`config.mk`:
```
export PLATFORM = sky130hd
export DESIGN_NAME = operand_stage
export DESIGN_NICKNAME = d
export VERILOG_FILES = /design/src/rtl/operand_stage.sv
export SDC_FILE = /design/constraint.sdc
export NUM_CORES = 1
export LEC_CHECK = 0
export ABC_AREA = 1
export BUFFER_PORTS_ARGS = -buffer_cell sky130_fd_sc_hd__buf_2
export CORE_AREA = 8 8 147 149
export CTS_CLUSTER_SIZE = 12
export DETAILED_ROUTE_END_ITERATION = 10
export DIE_AREA = 0 0 155 157
export GPL_ROUTABILITY_DRIVEN = 0
export GPL_TIMING_DRIVEN = 0
export PLACE_DENSITY = 0.78
export SYNTH_ARGS = -nofsm -noshare
export SYNTH_HDL_FRONTEND = slang
export SYNTH_SLANG_ARGS = --single-unit
```
`constraint.sdc`:
```
create_clock -name clk -period 4.9 [get_ports clk]
set_input_delay 0.735 -clock clk [delete_from_list [all_inputs] [get_ports clk]]
set_output_delay 0.735 -clock clk [all_outputs]
set_load 0.02 [all_outputs]
```
`src/rtl/operand_stage.sv`:
```
// Operand fetch stage: reads the register file, forwards EX/MEM results, detects
// RAW/load-use hazards and registers the operand bundle handed to EX.

module operand_sel #(
  parameter int XLEN = 32,
  parameter int AW   = 5
) (
  input  logic [AW-1:0]   addr,
  input  logic [XLEN-1:0] rf_data,
  input  logic            ex_fwd_ok,
  input  logic [AW-1:0]   ex_rd,
  input  logic [XLEN-1:0] ex_data,
  input  logic            mem_rd_we,
  input  logic [AW-1:0]   mem_rd,
  input  logic [XLEN-1:0] mem_data,
  output logic [XLEN-1:0] op
);
  // x0 is hardwired zero, so it never takes a forwarded value.
  always_comb begin
    op = rf_data;
    if (addr == '0)
      op = '0;
    else if (ex_fwd_ok && ex_rd == addr)
      op = ex_data;
    else if (mem_rd_we && mem_rd == addr)
      op = mem_data;
  end
endmodule

module operand_stage #(
  parameter int XLEN    = 32,
  parameter int AW      = 5,
  parameter int NUM_SRC = 2
) (
  input  logic            clk,
  input  logic            rst_n,
  input  logic            clk_en,
  input  logic            in_valid,
  output logic            in_ready,
  input  logic [XLEN-1:0] in_pc,
  input  logic [XLEN-1:0] in_imm,
  input  logic [AW-1:0]   in_rs1_addr,
  input  logic [AW-1:0]   in_rs2_addr,
  input  logic [AW-1:0]   in_rd_addr,
  input  logic            in_rd_we,
  input  logic            in_is_load,
  output logic [AW-1:0]   rf_rs1_addr,
  output logic [AW-1:0]   rf_rs2_addr,
  input  logic [XLEN-1:0] rf_rs1,
  input  logic [XLEN-1:0] rf_rs2,
  input  logic            ex_rd_we,
  input  logic [AW-1:0]   ex_rd,
  input  logic [XLEN-1:0] ex_data,
  input  logic            ex_data_ok,
  input  logic            mem_rd_we,
  input  logic [AW-1:0]   mem_rd,
  input  logic [XLEN-1:0] mem_data,
  input  logic            flush,
  output logic            out_valid,
  input  logic            out_ready,
  output logic [XLEN-1:0] out_pc,
  output logic [XLEN-1:0] out_op1,
  output logic [XLEN-1:0] out_op2,
  output logic [XLEN-1:0] out_imm,
  output logic [AW-1:0]   out_rd_addr,
  output logic            out_rd_we,
  output logic            out_is_load,
  output logic [15:0]     stall_cnt
);

  typedef struct packed {
    logic [XLEN-1:0] pc;
    logic [XLEN-1:0] op1;
    logic [XLEN-1:0] op2;
    logic [XLEN-1:0] imm;
    logic [AW-1:0]   rd;
    logic            rd_we;
    logic            is_load;
  } out_t;

  out_t        out_q;
  logic        vld_q;
  logic [15:0] stall_q;

  logic [NUM_SRC-1:0][AW-1:0]   src_addr;
  logic [NUM_SRC-1:0][XLEN-1:0] src_rf;
  logic [NUM_SRC-1:0][XLEN-1:0] src_op;

  logic ex_fwd_ok;
  logic hit_out, hit_ex;
  logic stall, advance, capture;

  assign rf_rs1_addr = in_rs1_addr;
  assign rf_rs2_addr = in_rs2_addr;

  assign src_addr = {in_rs2_addr, in_rs1_addr};
  assign src_rf   = {rf_rs2, rf_rs1};

  function automatic logic src_match(input logic v, input logic [AW-1:0] r,
                                     input logic [AW-1:0] a, input logic [AW-1:0] b);
    return v && (r != '0) && (r == a || r == b);
  endfunction

  // An un-accepted producer still in this stage, or a load in EX whose data is
  // not ready, cannot be forwarded yet.
  assign hit_out = vld_q && out_q.rd_we &&
                   src_match(in_valid, out_q.rd, in_rs1_addr, in_rs2_addr);
  assign hit_ex  = ex_rd_we && !ex_data_ok &&
                   src_match(in_valid, ex_rd, in_rs1_addr, in_rs2_addr);
  assign stall   = hit_out || hit_ex;

  assign ex_fwd_ok = ex_rd_we && ex_data_ok;

  genvar g;
  for (g = 0; g < NUM_SRC; g++) begin : g_src
    operand_sel #(.XLEN(XLEN), .AW(AW)) u_sel (
      .addr      (src_addr[g]),
      .rf_data   (src_rf[g]),
      .ex_fwd_ok (ex_fwd_ok),
      .ex_rd     (ex_rd),
      .ex_data   (ex_data),
      .mem_rd_we (mem_rd_we),
      .mem_rd    (mem_rd),
      .mem_data  (mem_data),
      .op        (src_op[g])
    );
  end

  assign advance  = out_ready || !vld_q;
  assign in_ready = clk_en && !flush && !stall && advance;
  assign capture  = in_valid && !stall;

  always_ff @(posedge clk or negedge rst_n) begin
    if (!rst_n) begin
      vld_q   <= 1'b0;
      out_q   <= '0;
      stall_q <= '0;
    end else if (clk_en) begin
      if (flush) begin
        vld_q <= 1'b0;
      end else if (advance) begin
        vld_q <= capture;
        if (capture) begin
          out_q.pc      <= in_pc;
          out_q.op1     <= src_op[0];
          out_q.op2     <= src_op[1];
          out_q.imm     <= in_imm;
          out_q.rd      <= in_rd_addr;
          out_q.rd_we   <= in_rd_we;
          out_q.is_load <= in_is_load;
        end
      end
      if (in_valid && stall && !flush && stall_q != 16'hFFFF)
        stall_q <= stall_q + 16'd1;
    end
  end

  assign out_valid   = vld_q;
  assign out_pc      = out_q.pc;
  assign out_op1     = out_q.op1;
  assign out_op2     = out_q.op2;
  assign out_imm     = out_q.imm;
  assign out_rd_addr = out_q.rd;
  assign out_rd_we   = out_q.rd_we;
  assign out_is_load = out_q.is_load;
  assign stall_cnt   = stall_q;

endmodule

```
# After elaboration in Yosys (flattened, before gate mapping)
# Index checks and enable logic that the tools add are counted.
[totals]
reg_bits = 152
inputBits = 228
out_inout_bits = 163
elab_cells = 62
[classes]
addsub = 1
eq_ne = 7
mux = 8
bitwise_logic = 1
reduce_logical = 36
[ops]
columns = ["operator", "n"]
rows = [
  ["$mux 32", 6],
  ["$eq 5x5->1", 6],
  ["$logic_and 1x1->1", 20],
  ["$add 16x1->16 const B", 1],
  ["$ne 16x16->1 const B", 1],
  ["$logic_not 5->1", 2],
  ["$reduce_bool 5->1", 2],
  ["$logic_not 1->1", 4],
  ["$logic_or 1x1->1", 4],
  ["$reduce_and 2->1", 2],
  ["$reduce_and 4->1", 1],
  ["$mux 1", 2],
  ["$reduce_bool 2->1", 1],
  ["$not 1->1", 1],
]

# Logic depth before layout (Yosys ltp)
[logic_depth]
depth_word = 9
depth_mapped = 13
ltp_nobuf = 12

# Modules after synthesis
# A second synthesis with hierarchy kept.
[unflattened]
cells_unflattened = 1417
area_unflattened_um2 = 9615.5
[by_module_without_submodules]
columns = ["mod", "n_inst", "cells_each", "area_each_um2", "seq_area_each_um2"]
rows = [
  ["operand_stage", 1, 819, 6792.8, 3803.6],
  ["operand_sel", 2, 299, 1411.4, 0.0],
]

# Worst setup path before layout
# No wires, ideal clock.
[synth_path]
path_type = "input -> output"
from = "input port in_rs1_addr[1]"
to = "output port in_ready"
arrival_time_ps = 1455
required_ps = 4165
setup_slack_ps = 2710
cell_stages = 9
n_path_buf = 0
cell_sequence = "inv_1 -> nand2_1 -> nand2_1 -> nor2_1 -> nand3_1 -> nand2_1 -> nand2_1 -> nand3_2 -> inv_1"
[synth_via]
elab_chain_len = 8
word_cells_on_any_way = 12
classes_between = "eq/ne: 2; reduce/logical: 10"
[synth_rtl]
columns = ["item", "line", "source"]
rows = [
  ["start: declaration", "42", "input logic [AW-1:0] in_rs1_addr,"],
  ["$eq 5x5->1", "101", "return v && (r != '0) && (r == a || r == b);"],
  ["$logic_or 1x1->1", "101", ""],
  ["$logic_and 1x1->1", "101", ""],
  ["$logic_and 1x1->1, on equally long branches", "106, 108", ""],
  ["$logic_or 1x1->1 (*)", "110", "assign stall = hit_out || hit_ex;"],
  ["$logic_not 1->1 (*)", "130", "assign in_ready = clk_en && !flush && !stall && advance;"],
  ["$logic_and 1x1->1 (*) (2 in a row)", "130", ""],
  ["end: declaration", "39", "output logic in_ready,"],
]
# Every way passes the cells marked *; elsewhere a longest branch is shown, timed or not.

# Final worst setup path
# Ends and elaborated chain as after synthesis.

==> metrics.md <==
| Metric | Value |
|---|---|
| Layout area overhead | 33.82% |
| Fraction of the mapped netlist area in adder cells | 0.1428% |
| Fin. Hold Viols | 0 |
| Main combinational cell family by area after synthesis | simple AND/OR/NAND/NOR gates |
| Post-route ant nets | 0 |
| Distinct cells, synth | 23 |
| CTS Sinks | 152 |
| Clk root buf | clkbuf_16 |
| Setup TNS | 0 ns |
| # rows | between 50 and 60 |
| Largest net degree at the start of global routing | 95 |
| GRT Overall Usage | between 20 and 30% |
| Share of cells above drive strength 1 | approximately 27% |
| Port Buffer Count | roughly 400 |
| Worst slew margin | between 50 and 60% |
| Die W | roughly 160 µm |
| Max_cap viols | 0 |
| Vias | between 10000 and 15000 |
| PostCTS Resize Cnt | 0 |
| CP Class | in -> out |
| Multi-input logic area | roughly 4300 µm² |
| Hold Path Class | in -> async |
| Period Utilization, post-route | between 50% and 60% |
| Global-route wire length before repair | between 50 and 60 mm |
| Initial cell density of the core | ~46% |
| Startpoint Class | input pin |
| Worst EP required | 4.16 ns |
| Final WL | ~35 mm |
| Clock tree buffer depth | 2 |
| Wire length per cell | between 15 and 20 µm |
| Status | finished clean |
| Final Skew | 0.01352 ns |
| Min Tclk post-route | approximately 2.6 ns |
| XOR/XNOR Fraction of Synth Area | 2.200% |
| Warnings, synthesis | 0 |
| CP dominant cell by count | nand2_1 |
| Drt pass-1 iters | 6 |
| FF+latch area | 3804 µm² |
| Simple-gate share of the synthesized area | between 40% and 50% |
| Drt drc | 0 |
| RSZ-0062 raised after global routing | no |
| Initial antenna violation count | 9 |
| Top-area cell type share of the netlist area | 43.42% |
| P_leak | ~0.0075 µW |
| Cts bufs inserted | 17 |
| Power Density | around 360 nW/µm² |
| Max Fclk | 0.3848 GHz |
| CORE AREA | between 15000 and 20000 µm² |
| Worst-path clk slew | roughly 0.080 ns |
| Syn Inst Count | approximately 1400 |
| Mapped cell area | about 8800 µm² |
| Area contributors post-synth | dfrtp_1 43%, nand2_1 33%, nor2_1 6.5% |
| Maximum net fanout on the critical path | 4 |
| DP Wirelength | ~27 mm |
| Top cell type by total area after synthesis | dfrtp_1 |
| Slew Limit Fails | 0 |
| Seq/Total Area, Yosys | between 40% and 50% |
| Die area | 24340 µm² |
| Congestion Overflow GR | 0 |
| Layout Nets | 2001 |
| Synth Net Count | ~1600 |
| CP Capture Type | output pin |
| CP Buf/Inv Count | 4 |
| Cell family with most CP delay | simple AND/OR/NAND/NOR gates |
| Largest stage delay, worst path | ~0.16 ns |
| Worst Path Arrival | between 1.5 and 2 ns |
| Post-CTS Setup Repair Bufs | 0 |
| Synth Area in Compound Gates | less than 1% |
| Multiplexer share of the synthesized area | 0% |
| Worst-Margin Slew | between 0.6 and 0.7 ns |
| Vias in the first global route | between 9000 and 10000 |
| Vias/cell | a little under 5 |
| Slowest-stage cell, CP | buf_2 |
| CTS tree | done |
| Initial drt markers | between 700 and 800 |
| Maximum VDD drop | about 240 µV |
| Die height | between 150 and 200 µm |
| Worst path cell trace | buf_2 -> inv_1 -> nand2_1 -> nand2_1 -> nor2_1 -> nand3_1 -> nand2_1 -> nand2_1 -> nand3_2 -> inv_1 -> buf_2 |
| Synth Register Bits | between 150 and 200 |
| Filler Cell Count | ~1800 |
| Final setup fails | 0 |
| Worst skew pair latency | 0.44 ns |
| Mean Syn Cell Area | around 6.4 µm² |
| Top-level I/O count | between 300 and 400 |
| Total Power | 4248 µW |
| Htree depth | 4 |
| # hold bufs at CTS | 0 |
-- stage by stage --
step	util, %	cells	setup WS, ns	area [µm²]	hold slack [ns]
2_1_floorplan	-	1362	2.710	8760	0.4394
3_3_place_gp	57.49	2017	0.7507	11040	0.4573
3_5_place_dp	57.67	2018	2.100	11080	0.4595
4_1_cts	60.94	2050	2.341	11710	0.2813
5_1_grt	60.97	2052	2.172	11710	0.3054
6_report	61.03	2057	2.302	11720	0.2625
-- layer usage --
layer | vias to the layer above | share of wire [%] | global-route usage, % | wire, µm
met3 | 80 | 11 | 10.20 | 3938
met4 | 10 | 2.7 | 10.92 | 935
met2 | 508 | 48 | 47.89 | 16840
met5 | - | 0.18 | 0 | 63
met1 | 4616 | 38 | 31.68 | 13100
li1 | 4922 | - | - | -
-- path summary, 6_finish.rpt --
check	to	start	depth (start not counted)	slack [ns]
setup / recovery	in_ready	in_rs1_addr[1]	11	2.30
hold / removal	out_imm[30]$_DFFE_PN0P_	rst_n	1	0.26
setup reg to reg	stall_cnt[12]$_DFFE_PN0P_	stall_cnt[0]$_DFFE_PN0P_	11	2.81
hold reg to reg	out_imm[10]$_DFFE_PN0P_	out_imm[10]$_DFFE_PN0P_	2	0.47
max in group asynchronous	out_rd_addr[4]$_DFFE_PN0P_	rst_n	2	3.74
min in group clk	out_imm[10]$_DFFE_PN0P_	out_imm[10]$_DFFE_PN0P_	2	0.47
-- synthesized netlist by cell type --
cell      number
nand3b_1       1
dfrtp_1      152
clkbuf_1      24
nand3_1       80
nor4_1         1
nor3_1         6
ha_1           1
buf_4         23
xnor2_1       14
inv_2          4
nor2_1       152
inv_1         71
a21oi_1        2
buf_2         30
buf_6          1
nor2_4         1
o21ai_0        7
nand3_2        1
o22ai_1        2
xor2_1         8
nand4_1        6
nand2_1      773
nor2_2         2
-- cell families after synthesis --
logic type / after synthesis
simple gates: 1023
xor+xnor: 22
flops: 152
compound gates: 11
fa+ha+maj: 1
buf+inv: 153
-- final cells by class --
cell class	count	share of cell area (%)
multi-input cells	1057	36.26
flip-flops and latches	152	32.45
repair buffers	391	16.94
clock buffers	17	3.629
plain buffers	78	3.618
well taps	265	2.828
inverters	75	2.402
clock inverters	15	1.729
diodes	7	0.1494
-- cell usage in the layout (no fill, tap or decap), types with 2 or more instances in the layout --
master,instances
inv_1,71
o22ai_1,2
diode_2,7
inv_6,2
clkinv_8,5
dfrtp_1,152
buf_2,419
inv_8,5
nor2_1,152
clkbuf_16,17
nand4_1,6
buf_6,2
nand3_1,80
o21ai_0,7
clkinv_4,2
a21oi_1,2
nand2_1,773
nor2_2,2
buf_4,23
nor3_1,6
inv_2,4
xnor2_1,14
xor2_1,8
clkbuf_1,24
-- worst reg2reg max path, stage by stage, from the launching register on --
cell and delay [ns]:
dfrtp_1 0.43, ha_1 0.22, nand3_1 0.17, nor2_1 0.29
nand3b_1 0.11, o21ai_0 0.20, nor2_1 0.06, nand2_1 0.09
buf_4 0.17, buf_4 0.18, nand2_1 0.07, nand2_1 0.07
-- where the power goes --
part	switching (µW)	total (µW)	internal (µW)
sequential	150	1640	1490
clock	655	1400	743
combinational	802	1210	410
total	1610	4250	2640
-- state kept, by name, indices dropped and copies added, names as in the netlist --
register	count
out_imm	32
out_is_load	1
out_rd_we	1
out_rd_addr	5
stall_cnt	16
out_op1	32
out_valid	1
out_pc	32
out_op2	32
No activity file was read; power rests on OpenSTA's default activity.
